==> config.mk <==
export PLATFORM = sky130hd
export DESIGN_NAME = mod_accum
export DESIGN_NICKNAME = d
export VERILOG_FILES = /design/src/rtl/mod_accum_pkg.sv /design/src/rtl/mod_accum_add.sv /design/src/rtl/mod_accum.sv
export SDC_FILE = /design/constraint.sdc
export NUM_CORES = 1
export LEC_CHECK = 0
export CORE_MARGIN = 2
export CORE_UTILIZATION = 35
export DETAILED_ROUTE_END_ITERATION = 8
export GPL_TIMING_DRIVEN = 0
export SYNTH_ARGS = -nofsm -noshare
export SYNTH_HDL_FRONTEND = slang
export SYNTH_SLANG_ARGS = --single-unit
==> constraint.sdc <==
create_clock -name clk -period 2.9 [get_ports clk]
set_input_delay 0.29 -clock clk [delete_from_list [all_inputs] [get_ports clk]]
set_output_delay 0.29 -clock clk [all_outputs]
set_load 0.005 [all_outputs]
==> src/rtl/mod_accum_pkg.sv <==
// Shared types and parameter defaults for the modular frame accumulator.
// The state encoding is fixed at 2 bits so it can be probed and compared directly.
package mod_accum_pkg;

    typedef enum logic [1:0] {
        ST_IDLE = 2'd0,
        ST_ACC  = 2'd1,
        ST_EMIT = 2'd2,
        ST_HALT = 2'd3
    } state_e;

    localparam int DEF_W      = 8;
    localparam int DEF_MOD    = 251;
    localparam int DEF_LEN    = 4;
    localparam int DEF_FRAMES = 0;

    // Width of the frame counter when the block never halts (it saturates).
    localparam int FRAME_CNT_W = 16;

endpackage

==> src/rtl/mod_accum_add.sv <==
// Combinational modular adder: both operands are already below MOD, so one
// conditional subtract at W+1 bits is enough to bring the sum back into range.
module mod_add
    import mod_accum_pkg::*;
#(
    parameter int W   = DEF_W,
    parameter int MOD = DEF_MOD
) (
    input  logic [W-1:0] a,
    input  logic [W-1:0] b,
    output logic [W-1:0] sum
);

    localparam logic [W:0] MOD_X = MOD[W:0];

    logic [W:0] raw;

    assign raw = {1'b0, a} + {1'b0, b};
    assign sum = (raw >= MOD_X) ? W'(raw - MOD_X) : raw[W-1:0];

endmodule

==> src/rtl/mod_accum.sv <==
// Frame accumulator: sums LEN samples modulo MOD, offers the result with a
// valid/ready handshake, and optionally halts after FRAMES results.
module mod_accum
    import mod_accum_pkg::*;
#(
    parameter int W      = DEF_W,
    parameter int MOD    = DEF_MOD,
    parameter int LEN    = DEF_LEN,
    parameter int FRAMES = DEF_FRAMES
) (
    input  logic         clk,
    input  logic         rst,
    input  logic         in_valid,
    input  logic [W-1:0] in_data,
    output logic         in_ready,
    output logic         out_valid,
    output logic [W-1:0] out_data,
    input  logic         out_ready,
    output logic         cont
);

    localparam int             CW       = $clog2(LEN + 1);
    localparam logic [CW-1:0]  LEN_C    = CW'(LEN);
    localparam int             FW       = (FRAMES == 0) ? FRAME_CNT_W : $clog2(FRAMES + 1);
    localparam logic [FW-1:0]  FRAMES_C = FW'(FRAMES);
    localparam logic [W-1:0]   MOD_C    = MOD[W-1:0];

    state_e        state_q;
    logic [W-1:0]  acc_q;
    logic [W-1:0]  out_data_q;
    logic [CW-1:0] count_q;
    logic [FW-1:0] frames_q;

    logic [W-1:0]  sample_r;
    logic [W-1:0]  acc_d;
    logic [CW-1:0] count_d;
    logic [FW-1:0] frames_d;

    // Constant divisor, so this elaborates to fixed reduction logic.
    assign sample_r = in_data % MOD_C;

    mod_add #(
        .W   (W),
        .MOD (MOD)
    ) u_add (
        .a   (acc_q),
        .b   (sample_r),
        .sum (acc_d)
    );

    assign count_d  = count_q + CW'(1);
    assign frames_d = (frames_q == '1) ? frames_q : frames_q + FW'(1);

    always_ff @(posedge clk or posedge rst) begin
        if (rst) begin
            state_q    <= ST_IDLE;
            acc_q      <= '0;
            out_data_q <= '0;
            count_q    <= '0;
            frames_q   <= '0;
        end else begin
            case (state_q)
                ST_IDLE: begin
                    if (in_valid) begin
                        acc_q   <= sample_r;
                        count_q <= CW'(1);
                        if (LEN == 1) begin
                            out_data_q <= sample_r;
                            state_q    <= ST_EMIT;
                        end else begin
                            state_q <= ST_ACC;
                        end
                    end
                end
                ST_ACC: begin
                    if (in_valid) begin
                        acc_q   <= acc_d;
                        count_q <= count_d;
                        if (count_d == LEN_C) begin
                            out_data_q <= acc_d;
                            state_q    <= ST_EMIT;
                        end
                    end
                end
                ST_EMIT: begin
                    if (out_ready) begin
                        frames_q <= frames_d;
                        if (FRAMES != 0 && frames_d == FRAMES_C) begin
                            state_q <= ST_HALT;
                        end else begin
                            state_q <= ST_IDLE;
                        end
                    end
                end
                default: begin
                    state_q <= ST_HALT;
                end
            endcase
        end
    end

    assign in_ready  = (state_q == ST_IDLE) || (state_q == ST_ACC);
    assign out_valid = (state_q == ST_EMIT);
    assign out_data  = out_data_q;
    assign cont      = (state_q != ST_HALT);

endmodule

Yosys cells after proc, flatten, opt, wreduce, memory -nomap -nowiden:

Cells that the tools add are included.

* $mul: 0
* muxes and demuxes: 12
* $add $sub $neg: 3
* equality and inequality tests: 8
* reductions and logical operators: 6
* order comparisons: 1
* shift-type cells: 0
* bitwise gates (word level): 0
* divide/modulo/power cells: 1

Operators with widths (count)
* $mux W8: 3
* $pmux W8 S2: 1
* $add A8 B8 Y9: 1
* $ge A9 B8 Y1 const B: 1
* $mod A8 B8 Y8 const B: 1
* $mux W2: 4
* $ne A2 B2 Y1 const B: 4
* $sub A8 B8 Y8 const B: 1
* $mux W3: 2
* $pmux W2 S3: 1
* $pmux W3 S2: 1
* $reduce_and A3 Y1: 2
* $reduce_and A4 Y1: 1
* $add A3 B1 Y3 const B: 1
* $eq A3 B3 Y1 const B: 1
* $eq A2 B1 Y1 const B: 1
* $eq A2 B2 Y1 const B: 1
* $logic_not A2 Y1: 1
* $ne A2 B1 Y1 const B: 1
* $reduce_bool A2 Y1: 1
* $logic_or A1 B1 Y1: 1

* logic and storage cells: 35
* memory bits (writable): 0
* output and inout bits: 11
* memory bits (read-only): 0
* bits in latches: 0
* memories kept: 0
* register bits: 21

Longest topological paths before layout:

* word-level depth: 6
* gate-level depth with buffers: 14
* gate-level depth less buffers: 14

Modules after synthesis:

From an unflattened synthesis, not the netlist that was laid out.

* cells, all modules: 180
* area total of the unflattened synthesis: 1891.8 um2

By module, submodules not included
* mod_accum: sequential area each 525.5 um2, times used 1, cells an instance 104, area each 1192.4 um2
* mod_add: sequential area each 0.0 um2, times used 1, cells an instance 76, area each 699.4 um2

Worst setup path before layout:

No wires, ideal clock.

* path type: in2reg
* start point: in in_data[5]
* end point: reg acc_q[1]
* data arrival time: 3.124 ns
* setup slack: -0.369 ns
* stages on the path: 14
* path buffers: 0
* library setup time: 0.145 ns
* data required time: 2.755 ns
* cell sequence: and3_1 nand3_1 nor2_1 xor2_1 ha_1 inv_1 fa_1 nand2b_2 a211oi_4 nor3_2 nor4b_4 nand2_1 a221oi_1 o221ai_1

* cells in the longest elaborated chain, start to end: 6
* elaborated cells on any way between the ends: 8
* those cells by class: 2 x add/sub; 1 x div; 1 x order compare; 4 x mux

RTL lines
* from (decl): line mod_accum.sv:14 `input logic [W-1:0] in_data,`
* $mod A8 B8 Y8 *: line mod_accum.sv:40 `assign sample_r = in_data % MOD_C;`
* $add A8 B8 Y9: line mod_accum_add.sv:18 `assign raw = {1'b0, a} + {1'b0, b};`
* $sub A8 B8 Y8 or $ge A9 B8 Y1 (tied branches): line mod_accum_add.sv:19 `assign sum = (raw >= MOD_X) ? W'(raw - MOD_X) : raw[W-1:0];`
* $mux W8: line mod_accum_add.sv:19
* $mux W8: line mod_accum.sv:76 `if (in_valid) begin`
* $pmux W8 S2 *: line mod_accum.sv:62 `case (state_q)`
* to (signal assigned): line mod_accum.sv:65 `acc_q <= sample_r;`
* to (decl): line mod_accum.sv:29 `logic [W-1:0] acc_q;`

Every way passes the cells marked *; elsewhere a longest branch is shown, timed or not. The select of a mux whose other input is x is not followed.
A chain may end at the register's enable or synchronous reset.

Worst setup path after layout:

* start point: in in_data[6]
* end point: reg out_data_q[1] (netlist: out_data[1])

* cells in the longest elaborated chain, start to end: 4
* elaborated cells on any way between the ends: 5
* those cells by class: 2 x add/sub; 1 x div; 1 x order compare; 1 x mux

RTL lines
* $mod A8 B8 Y8 *: line mod_accum.sv:40
* $add A8 B8 Y9 *: line mod_accum_add.sv:18
* $sub A8 B8 Y8 or $ge A9 B8 Y1 (tied branches): line mod_accum_add.sv:19
* $mux W8 *: line mod_accum_add.sv:19
* to (signal assigned): line mod_accum.sv:68 `out_data_q <= sample_r;`
* to (decl): line mod_accum.sv:30 `logic [W-1:0] out_data_q;`

Every way passes the cells marked *; elsewhere a longest branch is shown, timed or not.

==> results.yml <==
status:
  status: "finished with violations"
  violations: "negative setup slack"
detailed_routing:
  ant_nets: 0
  drt_wl_total_mm: 5.13
  avgViaCountPerCell: 5.24
  wl_per_cell_um: 15.5
  first_pass_iters: 4
  dr_total_vias: 1733
  drc_errors: 0
  drt_iter0_markers: 77
synthesis:
  seq_area_frac_synth_pct: 28.6
  syn-cell-area_um2: 1840
  avgSynthCellArea_um2: 8.58
  synth_ff_type: "dfrtp_1"
  ys_ff_latch: 21
  synth_edf_count: 0
  syn_inst: 214
  yosysWarnings: 0
  synthArstFlopShare_pct: 100
  synth.distinct_cells: 48
  synthesis.nets: 245
worst_hold_path:
  holdCritPathClass: "primary input to flop"
final_layout:
  fin_util_pct: 53.5
  finalNonFillerCells: 331
  num-nets-final: 293
  antenna_cells: 0
  syn2layout_area_growth_pct: 47.8
  layout_common_cells: "nand2_1 (21), dfrtp_1 (21), buf_4 (17)"
  drive_gt1_share_pct: 31.8
cts:
  worstSkewPairLatency_ns: 0.26
  cts_tree: "done"
  cts_max_path_buffers: 2
  clock_sinks: 21
  h-tree-depth: 1
  cts-hold-fix-buffers: 0
  cts_buffers: 3
  cts_root_buf: "clkbuf_8"
  cts.reportedPaths.clkPinSlew_ns: 0.08
power_and_ir_drop:
  power.leakage_nw: 1.14
  vdd_drop_max_mv: 0.597
  fin_total_pwr_mw: 3.58
  cellPowerDensity_nw_per_um2: 1320
worst_setup_path:
  cp.required_ns: 3.03
  worstSetupStartpointType: "primary input"
  cp_max_fo: 4
  worstPathArrival_ns: 3.20
  critPathKind: "primary input to flop"
  crit_path_end_kind: "flop"
sta:
  finalSetupViolations: 14
  min_period_ns: 3.07
  max_freq_mhz: 326
  worstMarginPinSlew_ns: 0.824
  relSlewSlack_pct: 45.0
  finalCritPeriodShare_pct: 106
  setup_ws_ns: -0.168
  hold_viol: 0
  rsz0062_at_grt: "yes"
  drv_slew: 0
  fin_worst_skew_ns: 0.00429
placement:
  place.gp.congestion: 0.786
  dpl.hpwl_mm: 3.47
  portBuffers: 22
  dp_cells: 306
global_route:
  grt_pass1_wl_mm: 8.51
  grt_max_degree: 22
  grt_remaining_overflow: 0
  grt_pass1_vias: 1759
  grt_usage_pct: 18.0
  grt_antenna_before_repair: 0
floorplan:
  die_w_um: 76.4
  core_um2: 5070
  start_util_pct: 36.2
  die_area_um2: 5840
  ioPinCount: 23
  die_y_um: 76.4
  rows: 26
job:
  cap_viol_max_count: 0
[where the power goes]
| group | switching [mW] | internal, mW |
|---|---|---|
| sequential | 0.104 | 0.426 |
| clock | 0.0928 | 0.0978 |
| combinational | 1.55 | 1.32 |
[cell usage after synthesis (all sizes together), types with 3 or more instances]
master | instances | share of area (%)
nand2 | 23 | 4.7
nor2 | 22 | 5.0
dfrtp | 21 | 29
ha | 18 | 12
a21oi | 15 | 4.7
o21ai | 15 | 4.1
inv | 12 | 2.5
xnor2 | 9 | 4.7
nor2b | 8 | 2.7
nor3 | 7 | 2.2
clkbuf | 6 | 1.3
mux2i | 5 | 2.7
o22ai | 5 | 1.7
xor2 | 5 | 2.4
a31oi | 4 | 1.4
and3 | 4 | 1.4
o22a | 4 | 2.0
a211oi | 3 | 2.2
a21o | 3 | 1.2
o21a | 3 | 1.2
[flip-flops by register name, indices dropped and copies added (netlist names)]
signal,cells
acc_q,8
state_q,2
out_data,8
count_q,3
[worst max-delay path, stage by stage]
cell and delay [ns]:
buf_6 0.07, and3_4 0.19, nand3_4 0.07, nor2_4 0.14
xor2_2 0.20, ha_2 0.23, inv_2 0.04, fa_2 0.33
nand2b_4 0.18, a211oi_4 0.35, o21ai_0 0.17, nor4b_4 0.16
buf_6 0.15, and3_2 0.21, a221oi_4 0.22, buf_4 0.15
o21ai_1 0.05
[area by class of cell]
type	count	area (um^2)
fill	475	2360
multi-input combinational	175	1590
sequential	21	526
timing repair buffer	43	399
tap	70	87.6
clock buffer	4	45.0
inverter	12	45.0
buffer	6	23.8
[final timing paths]
path / from / slack, ns / depth (start not counted) / endpoint
setup reg to reg: acc_q[0] / 0.18 / 12 / out_data[1]
setup / recovery: in_data[6] / -0.17 / 17 / out_data[1]
max in group asynchronous: rst / 1.90 / 2 / state_q[0]
hold / removal: in_data[0] / 0.47 / 4 / acc_q[0]
hold reg to reg: out_data[0] / 0.48 / 2 / out_data[0]
min in group asynchronous: rst / 0.49 / 2 / out_data[0]
[cell families after synthesis]
family | share of synthesized area (%)
and+or+nand+nor | 21.1
AOI/OAI and AO/OA | 23.4
DFF | 28.6
adders and majority gates | 13.4
buffers and inverters | 3.75
xor gates and xnor gates | 7.08
muxes | 2.72
[per-layer routing]
layer | track usage, % | vias up | wire (um)
met5 | 0 | - | 0
met4 | 5.64 | 0 | 119
met3 | 3.20 | 12 | 198
met2 | 30.6 | 30 | 2500
met1 | 23.2 | 835 | 2310
li1 | - | 856 | -
[metrics by stage]
stage          hold WS (ns)  TNS (ns)  setup slack, ns  area [um^2]
2_1_floorplan         0.267     -1.09           -0.217         1900
3_3_place_gp          0.478    -16.35            -1.17         2210
3_5_place_dp          0.473    -17.55            -1.26         2210
4_1_cts               0.452    -0.580           -0.102         2640
5_1_grt               0.515     -3.64           -0.307         2710
6_report              0.472     -1.28           -0.168         2710
[timing repair]
| item | CTS | global route |
|---|---|---|
| setup buffers | 21 | 0 |
| pin swaps | 25 | 23 |
| endpoints found under the setup margin | 16 | 16 |
| gates resized for setup | 66 | 18 |
Power figures use the tool's default switching activity.
